File: src/rtl/serv_ifetch_pkg.sv
// Shared constants and entry type for the instruction-fetch stage.
// An entry packs instruction bits [31:2] above its 32-bit PC.
package serv_ifetch_pkg;
  localparam logic [31:0] RESET_PC_DEF = 32'h0000_0000;
  localparam logic [1:0]  WORD_ALIGN   = 2'b00;
  localparam int          ENTRY_W      = 62;
  typedef logic [ENTRY_W-1:0] entry_t;
endpackage

File: src/rtl/serv_ifetch_fifo.sv
// Small register FIFO holding prefetched {instr[31:2], pc} entries.
// Flush wins over push and pop in the same cycle.
module serv_ifetch_fifo
  import serv_ifetch_pkg::*;
#(
  parameter int DEPTH = 2
) (
  input  logic                       clk,
  input  logic                       i_rst,
  input  logic                       i_flush,
  input  logic                       i_push,
  input  logic                       i_pop,
  input  entry_t                     i_din,
  output entry_t                     o_dout,
  output logic [$clog2(DEPTH+1)-1:0] o_count,
  output logic                       o_empty,
  output logic                       o_full
);
  localparam int AW = $clog2(DEPTH);
  localparam int CW = $clog2(DEPTH + 1);

  entry_t          mem [DEPTH];
  logic [AW-1:0]   wr_ptr;
  logic [AW-1:0]   rd_ptr;
  logic            wr_en;
  logic            rd_en;

  assign o_empty = (o_count == '0);
  assign o_full  = (o_count == CW'(DEPTH));
  assign wr_en   = i_push & (~o_full | i_pop);
  assign rd_en   = i_pop & ~o_empty;
  assign o_dout  = mem[rd_ptr];

  always_ff @(posedge clk) begin
    if (wr_en && !i_flush)
      mem[wr_ptr] <= i_din;
  end

  // DEPTH is a power of two, so pointers wrap naturally.
  always_ff @(posedge clk) begin
    if (i_rst || i_flush) begin
      wr_ptr  <= '0;
      rd_ptr  <= '0;
      o_count <= '0;
    end else begin
      if (wr_en) wr_ptr <= wr_ptr + 1'b1;
      if (rd_en) rd_ptr <= rd_ptr + 1'b1;
      case ({wr_en, rd_en})
        2'b10:   o_count <= o_count + 1'b1;
        2'b01:   o_count <= o_count - 1'b1;
        default: o_count <= o_count;
      endcase
    end
  end
endmodule

File: src/rtl/serv_ifetch.sv
// Instruction fetch: Wishbone ibus master with a prefetch buffer,
// one registered delivery pulse per core request, flush on redirect.
module serv_ifetch
  import serv_ifetch_pkg::*;
#(
  parameter int          DEPTH    = 2,
  parameter logic [31:0] RESET_PC = RESET_PC_DEF
) (
  input  logic        clk,
  input  logic        i_rst,
  input  logic        i_req,
  input  logic        i_redirect,
  input  logic [31:0] i_redirect_pc,
  output logic [31:0] o_ibus_adr,
  output logic        o_ibus_cyc,
  input  logic [31:0] i_ibus_rdt,
  input  logic        i_ibus_ack,
  output logic [29:0] o_wb_rdt,
  output logic        o_wb_en,
  output logic [31:0] o_pc,
  output logic        o_empty
);
  localparam int CW = $clog2(DEPTH + 1);

  localparam logic [1:0] IDLE = 2'd0;
  localparam logic [1:0] BUSY = 2'd1;
  localparam logic [1:0] GAP  = 2'd2;

  logic [1:0]    state;
  logic [31:0]   fetch_pc;
  logic          drop;
  logic          cyc_ack;
  logic          deliver;
  logic          push;
  logic          room;
  logic          issue;
  logic          fifo_full;
  logic [CW-1:0] fifo_count;
  entry_t        head;
  logic          unused;

  assign o_ibus_cyc = (state == BUSY);
  assign cyc_ack    = o_ibus_cyc & i_ibus_ack;
  assign deliver    = i_req & ~o_wb_en & ~o_empty & ~i_redirect;
  assign push       = cyc_ack & ~drop & ~i_redirect;
  assign room       = ~fifo_full | deliver;
  assign issue      = ~o_ibus_cyc & ~i_redirect & room;
  assign unused     = ^{i_ibus_rdt[1:0], i_redirect_pc[1:0], fifo_count};

  serv_ifetch_fifo #(.DEPTH(DEPTH)) u_fifo (
    .clk     (clk),
    .i_rst   (i_rst),
    .i_flush (i_redirect),
    .i_push  (push),
    .i_pop   (deliver),
    .i_din   ({i_ibus_rdt[31:2], o_ibus_adr}),
    .o_dout  (head),
    .o_count (fifo_count),
    .o_empty (o_empty),
    .o_full  (fifo_full)
  );

  // After an ack the bus idles exactly one cycle before the next issue.
  always_ff @(posedge clk) begin
    if (i_rst) begin
      state <= IDLE;
    end else begin
      case (state)
        BUSY:    if (i_ibus_ack) state <= GAP;
        default: state <= issue ? BUSY : IDLE;
      endcase
    end
  end

  always_ff @(posedge clk) begin
    if (i_rst) begin
      o_ibus_adr <= RESET_PC;
      fetch_pc   <= RESET_PC;
      drop       <= 1'b0;
    end else begin
      if (issue)
        o_ibus_adr <= fetch_pc;
      if (i_redirect)
        fetch_pc <= {i_redirect_pc[31:2], WORD_ALIGN};
      else if (push)
        fetch_pc <= fetch_pc + 32'd4;
      // An outstanding cycle from the old stream completes but is discarded.
      if (cyc_ack)
        drop <= 1'b0;
      else if (i_redirect && o_ibus_cyc)
        drop <= 1'b1;
    end
  end

  always_ff @(posedge clk) begin
    if (i_rst) begin
      o_wb_en  <= 1'b0;
      o_wb_rdt <= '0;
      o_pc     <= RESET_PC;
    end else begin
      o_wb_en <= deliver;
      if (deliver)
        {o_wb_rdt, o_pc} <= head;
    end
  end
endmodule

File: config.mk
export PLATFORM = sky130hd
export DESIGN_NAME = serv_ifetch
export DESIGN_NICKNAME = d
export VERILOG_FILES = /design/src/rtl/serv_ifetch_pkg.sv /design/src/rtl/serv_ifetch_fifo.sv /design/src/rtl/serv_ifetch.sv
export SDC_FILE = /design/constraint.sdc
export NUM_CORES = 1
export LEC_CHECK = 0
export ABC_AREA = 1
export BUFFER_PORTS_ARGS = -buffer_cell sky130_fd_sc_hd__buf_2
export CAP_MARGIN = 20
export CELL_PAD_IN_SITES_DETAIL_PLACEMENT = 2
export CELL_PAD_IN_SITES_GLOBAL_PLACEMENT = 2
export CORE_UTILIZATION = 36
export DETAILED_ROUTE_END_ITERATION = 8
export PLACE_DENSITY_LB_ADDON = 0.15
export SETUP_SLACK_MARGIN = 0.02
export SYNTH_ARGS = -nofsm -noshare
export SYNTH_HDL_FRONTEND = slang
export SYNTH_HIERARCHICAL = 1
export SYNTH_SLANG_ARGS = --single-unit
File: constraint.sdc
create_clock -name clk -period 7.4 [get_ports clk]
set_clock_uncertainty 0.1 [all_clocks]
set_input_delay 0.37 -clock clk [delete_from_list [all_inputs] [get_ports clk]]
set_output_delay 0.37 -clock clk [all_outputs]
set_load 0.02 [all_outputs]
Word-level counts from Yosys, hierarchy flattened
Memory sizes are Yosys's and may differ from the RTL's. A register that Yosys moved wholly into a read port is not among the register bits.
Index checks and enable logic that the tools add are counted.
{"block": "totals", "out_inout_bits": 97, "regBits": 72, "ramBits": 124, "wordCells": 54, "mem_bits_ro": 0, "latch_bits": 0, "n_memories": 1, "in_bits": 69}
{"name": "u_fifo.mem", "words": 2, "word_bits": 62, "read_ports": 1, "rd_clocked_by_memory_dff": 1, "write_ports": 1, "line": "serv_ifetch_fifo.sv:22", "source": "entry_t mem [DEPTH];"}
{"block": "classes", "n_reduce_logical": 9, "n_lt_le_gt_ge": 0, "shifts": 0, "div_mod_pow": 0, "n_eq_ne": 5, "mul": 0, "bitwise_logic": 17, "n_addsub": 5, "muxes": 8}
{"cell": "32-bit two-way mux", "n": 2}
{"cell": "32-bit by 3-bit adder with 32-bit output, second input constant", "n": 1}
{"cell": "1-bit bitwise AND", "n": 10}
{"cell": "1-bit inverter", "n": 6}
{"cell": "2-bit by 1-bit equality test with 1-bit output, second input constant", "n": 2}
{"cell": "2-bit equality test, second input constant", "n": 2}
{"cell": "2-bit two-way mux", "n": 2}
{"cell": "2-bit case mux with 2 select lines", "n": 1}
{"cell": "2-bit nonzero test", "n": 2}
{"cell": "2-bit OR reduction", "n": 2}
{"cell": "1-bit two-way mux", "n": 3}
{"cell": "1-bit adder, second input constant", "n": 2}
{"cell": "2-bit by 1-bit adder with 2-bit output, second input constant", "n": 1}
{"cell": "1-bit logical AND", "n": 2}
{"cell": "2-bit zero test", "n": 1}
{"cell": "2-bit by 1-bit inequality test with 1-bit output, second input constant", "n": 1}
{"cell": "2-bit by 1-bit subtractor with 2-bit output, second input constant", "n": 1}
{"cell": "1-bit zero test", "n": 1}
{"cell": "1-bit logical OR", "n": 1}
{"cell": "1-bit OR", "n": 1}

Depth between registers and ports, before layout
{"block": "depth", "word_depth": 9, "ltp_mapped": 15, "depth_no_buf": 13}

By module
The synthesis kept the hierarchy.
{"module": "serv_ifetch", "cells_per_inst": 792, "instances": 1, "area_each_um2": 5547.8}
{"module": "serv_ifetch_fifo", "cells_per_inst": 232, "instances": 1, "area_each_um2": 5031.1}

Least setup slack after synthesis
No wires, ideal clock.
{"block": "synth_timing", "path_type": "flip-flop to flip-flop", "from": "register u_fifo.o_count[0]", "to": "memory u_fifo/mem[0][0] (netlist name), enable pin", "synth_period_minus_slack_ns": 6.328, "path_slack_ns": 1.072, "setup_ns": 0.558, "required_ns": 6.742, "stages_incl_launch_ff": 11, "n_path_buf": 2, "t_arrival_ns": 5.670, "cell_sequence": "dfxtp_1 -> nor2_1 -> nor2_1 -> nand3_2 -> buf_4 -> inv_2 -> buf_2 -> inv_1 -> nand3_1 -> nand2_1 -> nor3_1"}
{"block": "synth_via", "elab_chain_cells": 9, "elab_cells_between_ends": 11, "classes_between": "eq/ne (1); mux (2); bitwise (6); reduce/logical (2)"}
{"item": "start: declaration", "line": "serv_ifetch_fifo.sv:15", "source": "output logic [$clog2(DEPTH+1)-1:0] o_count,"}
{"item": "start signal: assignment", "line": "serv_ifetch_fifo.sv:49", "source": "2'b10: o_count <= o_count + 1'b1;"}
{"item": "start signal: assignment", "line": "serv_ifetch_fifo.sv:50", "source": "2'b01: o_count <= o_count - 1'b1;"}
{"item": "start signal: assignment", "line": "serv_ifetch_fifo.sv:51", "source": "default: o_count <= o_count;"}
{"item": "2-bit zero test", "line": "serv_ifetch_fifo.sv:28", "source": "assign o_empty = (o_count == '0);"}
{"item": "via o_empty", "line": "serv_ifetch.sv:21", "source": "output logic o_empty"}
{"item": "1-bit inverter", "line": "serv_ifetch.sv:44", "source": "assign deliver = i_req & ~o_wb_en & ~o_empty & ~i_redirect;"}
{"item": "1-bit bitwise AND (2 in series)", "line": "serv_ifetch.sv:44"}
{"item": "via deliver", "line": "serv_ifetch.sv:33", "source": "logic deliver;"}
{"item": "1-bit OR", "line": "serv_ifetch_fifo.sv:30", "source": "assign wr_en = i_push & (~o_full | i_pop);"}
{"item": "1-bit bitwise AND", "line": "serv_ifetch_fifo.sv:30"}
{"item": "1-bit logical AND", "line": "serv_ifetch_fifo.sv:35", "source": "if (wr_en && !i_flush)"}
{"item": "1-bit two-way mux", "line": "serv_ifetch_fifo.sv:35"}
{"item": "1-bit two-way mux (not written as such)", "line": "serv_ifetch_fifo.sv:36", "source": "mem[wr_ptr] <= i_din;"}
{"item": "end: declaration", "line": "serv_ifetch_fifo.sv:22"}
The timed path passes the listed nets, and every way through them passes these cells.

Worst setup path in the final report
{"block": "layout_timing", "from": "register u_fifo.o_count[0]", "to": "memory u_fifo/mem[1][34] (netlist name), enable pin"}
{"block": "layout_via", "elab_chain_cells": 9, "elab_cells_between_ends": 11, "classes_between": "eq/ne (1); mux (2); bitwise (6); reduce/logical (2)"}
{"item": "2-bit zero test", "line": "serv_ifetch_fifo.sv:28"}
{"item": "1-bit inverter", "line": "serv_ifetch.sv:44"}
{"item": "1-bit bitwise AND (2 in series)", "line": "serv_ifetch.sv:44"}
{"item": "1-bit OR (*)", "line": "serv_ifetch_fifo.sv:30"}
{"item": "1-bit bitwise AND (*)", "line": "serv_ifetch_fifo.sv:30"}
{"item": "1-bit logical AND (*)", "line": "serv_ifetch_fifo.sv:35"}
{"item": "1-bit two-way mux (*)", "line": "serv_ifetch_fifo.sv:35"}
{"item": "1-bit two-way mux (not written as such) (*)", "line": "serv_ifetch_fifo.sv:36"}
Every way passes the cells marked *; elsewhere a longest branch is shown, timed or not.

==> impl_metrics.toml <==
[outcome]
run_status = "finished clean"

[final_layout]
areaGrowthSynthToFinish_pct = 21.25
nNetsFinal = 1279
ff_latch_area_mm2 = 0.006350
layout-drive-gt1-share_pct = 24.86
filler_cell_count_in_the_final_layout = 3084
post_layout_nonfiller_instances = 1615
multi_input_comb_area_mm2 = 0.003671
layout.core_utilization_pct = 44.57
num_antenna_cells = 0

[clock_tree]
postCtsSetupRepairBufs = 0
cts_root_buffer = "sky130_fd_sc_hd__clkbuf_16"
cts-resized-gates = 0
clock_sinks = 255
tritoncts.num_buffers = 29
clkLatencyLatePin_ns = 0.54
cts.hold.buffers_added = 34
cts_tree = "built"
h_tree_depth_reported_by_cts = 1
cts_clock_pin_slew_for_the_worst_setup_and_hold_paths_ns = 0.06
clock_path_buffers = 3

[worst_setup_path]
timing.critical_path.required_ns = 7.46
worstPathArrival_ns = 3.39
setup.worst_path.end_class = "flip-flop"
worstSetupStartpointType = "flip-flop"
crit_path_max_fo = 63
crit_start = "u_fifo/o_count[0]"
critical_setup_path_kind = "flip-flop to flip-flop"
worstReg2RegStart = "u_fifo/o_count[0]"

[placed_design]
place_worst_setup_slack_ns = 3.493
numPlacedInstances = 1527
final_wtd_congestion = 0.7735
port-buffer-count = 159
hpwl_um = 18690

[power_and_ir_drop]
total_switching_power_uw = 715.1
leakagePower_uw = 0.004927
power.clock.fraction_pct = 44.8
internal_power_uw = 2365
power.share.sequential_pct = 49.6
comb_power_share_pct = 5.5
fraction_of_power_spent_switching_nets_pct = 23.21
power_density_cells_mw_per_mm2 = 240.2
vdd_ir_drop_max_mv = 0.1546

[timing]
final-max-slew-violation-count = 0
clock.fmax_mhz = 300.6
setup_viol_count_final = 0
final_critical_path_setup_slack_ns = 4.073
period_needed_ns = 3.327
fin_tns_setup_ns = 0
timing.final.hold_violations = 0
slew_headroom_pct = 36.27
tightestPinTransition_ns = 0.9549
grt_setup_unrepaired = "false"
layout_worst_path_cycle_share_pct = 44.95

[route]
detail_route.iter0.violations = 268
first_pass_iters = 4
route.antenna.remaining_nets = 0
drt-total-wl_um = 29270
vias = 7839
wl_per_cell_um = 18.12
drc = 0
average_via_count_per_standard_cell = 4.854

[floorplan]
die-area_mm2 = 0.03007
initial_utilization_pct = 36.76
placeableCoreArea_mm2 = 0.02878
io-pin-count = 166
die_w_um = 173.4
floorplan.die.height_um = 173.4
core.rowCount = 62

[synth]
mappedNetlistArea_mm2 = 0.01058
async_reset_ff_share_pct = 0
postSynthAreaPerCell_um2 = 10.33
yosys.cell_types.count = 35
ys_ff_latch = 255
post_synth_edffs = 124
synth_warnings = 6
yosysSeqAreaShare_pct = 59.99
post_synth_inst_count = 1024
yosys_most_used_dff = "sky130_fd_sc_hd__dfxtp_1"

[min_path]
holdCritPathClass = "input port to flip-flop"
worstHoldStart = "i_redirect_pc[4]"

[grt]
grt_first_pass_wirelength_um = 46770
number_of_antenna_violations_at_the_first_check_in_global_routing = 0
first_global_vias = 8421
track_usage_pct = 19.69
gr-total-overflow = 0
largest_net_degree_at_the_start_of_global_routing = 69

[flow_run]
cap_violations = 0
==> synthesized netlist by cell type (3+ instances only) <==
| master | count | share of area, % |
|---|---|---|
| sky130_fd_sc_hd__a21oi_1 | 55 | 2.6 |
| sky130_fd_sc_hd__a31oi_1 | 7 | 0.41 |
| sky130_fd_sc_hd__buf_12 | 6 | 1.1 |
| sky130_fd_sc_hd__buf_2 | 9 | 0.43 |
| sky130_fd_sc_hd__buf_4 | 10 | 0.71 |
| sky130_fd_sc_hd__buf_6 | 4 | 0.43 |
| sky130_fd_sc_hd__clkbuf_1 | 24 | 0.85 |
| sky130_fd_sc_hd__dfxtp_1 | 131 | 25 |
| sky130_fd_sc_hd__edfxtp_1 | 124 | 35 |
| sky130_fd_sc_hd__inv_1 | 52 | 1.8 |
| sky130_fd_sc_hd__inv_2 | 6 | 0.21 |
| sky130_fd_sc_hd__mux2_4 | 60 | 8.5 |
| sky130_fd_sc_hd__nand2_1 | 164 | 5.8 |
| sky130_fd_sc_hd__nand2_2 | 5 | 0.30 |
| sky130_fd_sc_hd__nand3_1 | 58 | 2.7 |
| sky130_fd_sc_hd__nand4_1 | 3 | 0.18 |
| sky130_fd_sc_hd__nor2_1 | 185 | 6.6 |
| sky130_fd_sc_hd__nor2_2 | 7 | 0.41 |
| sky130_fd_sc_hd__nor2_4 | 6 | 0.64 |
| sky130_fd_sc_hd__nor3_1 | 3 | 0.14 |
| sky130_fd_sc_hd__o21ai_0 | 75 | 3.5 |
| sky130_fd_sc_hd__o21ai_1 | 3 | 0.14 |
| sky130_fd_sc_hd__xnor2_1 | 3 | 0.25 |
| sky130_fd_sc_hd__xor2_1 | 9 | 0.75 |
==> cell families after synthesis <==
logic type	count (synthesis)	share of synthesized area, %
fa+ha+maj	2	0.2365
flops	255	59.99
buf+inv	111	5.606
xor+xnor	12	0.9936
compound gates	146	7.238
simple gates	435	17.17
other cells	1	0.03545
mux	62	8.729
==> power groups by stage <==
stage / registers [µW] / logic [µW] / clock network, µW
floorplan: 1560 / 93.1 / 0
global placement: 1560 / 152 / 0
detailed placement: 1560 / 158 / 0
CTS: 1530 / 174 / 1430
global route: 1530 / 190 / 1480
finish: 1530 / 170 / 1380
==> critical path, stage by stage, from the launching register on <==
cell and delay [ns]:
sky130_fd_sc_hd__dfxtp_1 0.44, sky130_fd_sc_hd__nor2_1 0.12, sky130_fd_sc_hd__nor2_1 0.13, sky130_fd_sc_hd__nand3_2 0.10, sky130_fd_sc_hd__inv_2 0.06, sky130_fd_sc_hd__buf_4 0.58
sky130_fd_sc_hd__inv_1 0.18, sky130_fd_sc_hd__nand3_1 0.19, sky130_fd_sc_hd__nand3_1 0.17, sky130_fd_sc_hd__nor2_4 0.12, sky130_fd_sc_hd__buf_4 0.68
==> routing by layer <==
layer  vias to the layer above  part of all wire [%]  GRT usage, %
li1                       3786                     -             -
met4                         0                   2.2         5.605
met3                        44                   3.3         2.478
met1                      3850                    44         24.58
met2                       159                    50         35.46
met5                         -                     0             0
==> registers in the layout, indices dropped and copies added, names as in the netlist, named ones only <==
register / cells
u_fifo/rd_ptr: 1
u_fifo/wr_ptr: 1
o_pc: 32
o_wb_rdt: 30
state: 2
drop: 1
u_fifo/o_count: 2
o_wb_en: 1
o_ibus_adr: 30
fetch_pc: 30
u_fifo/mem: 124
==> through the flow <==
| step | cell area (µm²) | hold slack (ns) | total power, µW |
|---|---|---|---|
| finish | 12830 | 0.02638 | 3081 |
| floorplan | 10600 | 0.3468 | 1653 |
| global placement | 11570 | 0.3557 | 1710 |
| global route | 12830 | 0.008305 | 3201 |
| CTS | 12830 | 0.001743 | 3131 |
| detailed placement | 11570 | 0.3704 | 1718 |
==> path summary, 6_finish.rpt <==
kind	endpoint	slack (ns)	cells past startpoint
worst max-delay path	u_fifo/mem[1][34]	4.07	10
worst min-delay path	fetch_pc[4]	0.03	3
worst max register to register	u_fifo/mem[1][34]	4.07	10
worst min register to register	o_wb_rdt[22]	0.38	2
==> layout by cell type (no fill, tap or decap), types with 2 or more instances in the layout <==
cell type	instances
sky130_fd_sc_hd__and2_1	2
sky130_fd_sc_hd__xnor2_1	3
sky130_fd_sc_hd__nand2_2	5
sky130_fd_sc_hd__buf_4	8
sky130_fd_sc_hd__mux2_2	2
sky130_fd_sc_hd__inv_1	51
sky130_fd_sc_hd__nand3_1	58
sky130_fd_sc_hd__clkinv_1	6
sky130_fd_sc_hd__ha_1	2
sky130_fd_sc_hd__inv_6	2
sky130_fd_sc_hd__buf_2	159
sky130_fd_sc_hd__conb_1	6
sky130_fd_sc_hd__a21oi_1	55
sky130_fd_sc_hd__nor2_2	7
sky130_fd_sc_hd__bufinv_16	2
sky130_fd_sc_hd__dfxtp_1	130
sky130_fd_sc_hd__nand4_1	3
sky130_fd_sc_hd__edfxtp_1	124
sky130_fd_sc_hd__dlygate4sd3_1	34
sky130_fd_sc_hd__clkinv_4	2
sky130_fd_sc_hd__o21ai_0	75
sky130_fd_sc_hd__clkbuf_16	29
sky130_fd_sc_hd__nor2_1	184
sky130_fd_sc_hd__nor3_1	2
sky130_fd_sc_hd__a31oi_1	7
sky130_fd_sc_hd__nand2_1	164
sky130_fd_sc_hd__nor2_4	7
sky130_fd_sc_hd__o21ai_2	2
sky130_fd_sc_hd__clkbuf_1	4
sky130_fd_sc_hd__clkinv_2	8
sky130_fd_sc_hd__inv_2	7
sky130_fd_sc_hd__xor2_1	9
sky130_fd_sc_hd__o21ai_1	3
sky130_fd_sc_hd__mux2_4	60
==> cell type report <==
class | count | area share [%]
Sequential cell | 255 | 49.50
Multi-Input combinational cell | 663 | 28.62
Timing Repair Buffer | 201 | 9.325
Clock buffer | 34 | 5.882
Tap cell | 384 | 3.746
Inverter | 58 | 1.697
Clock inverter | 20 | 1.229
No activity file was read; power rests on OpenSTA's default activity.
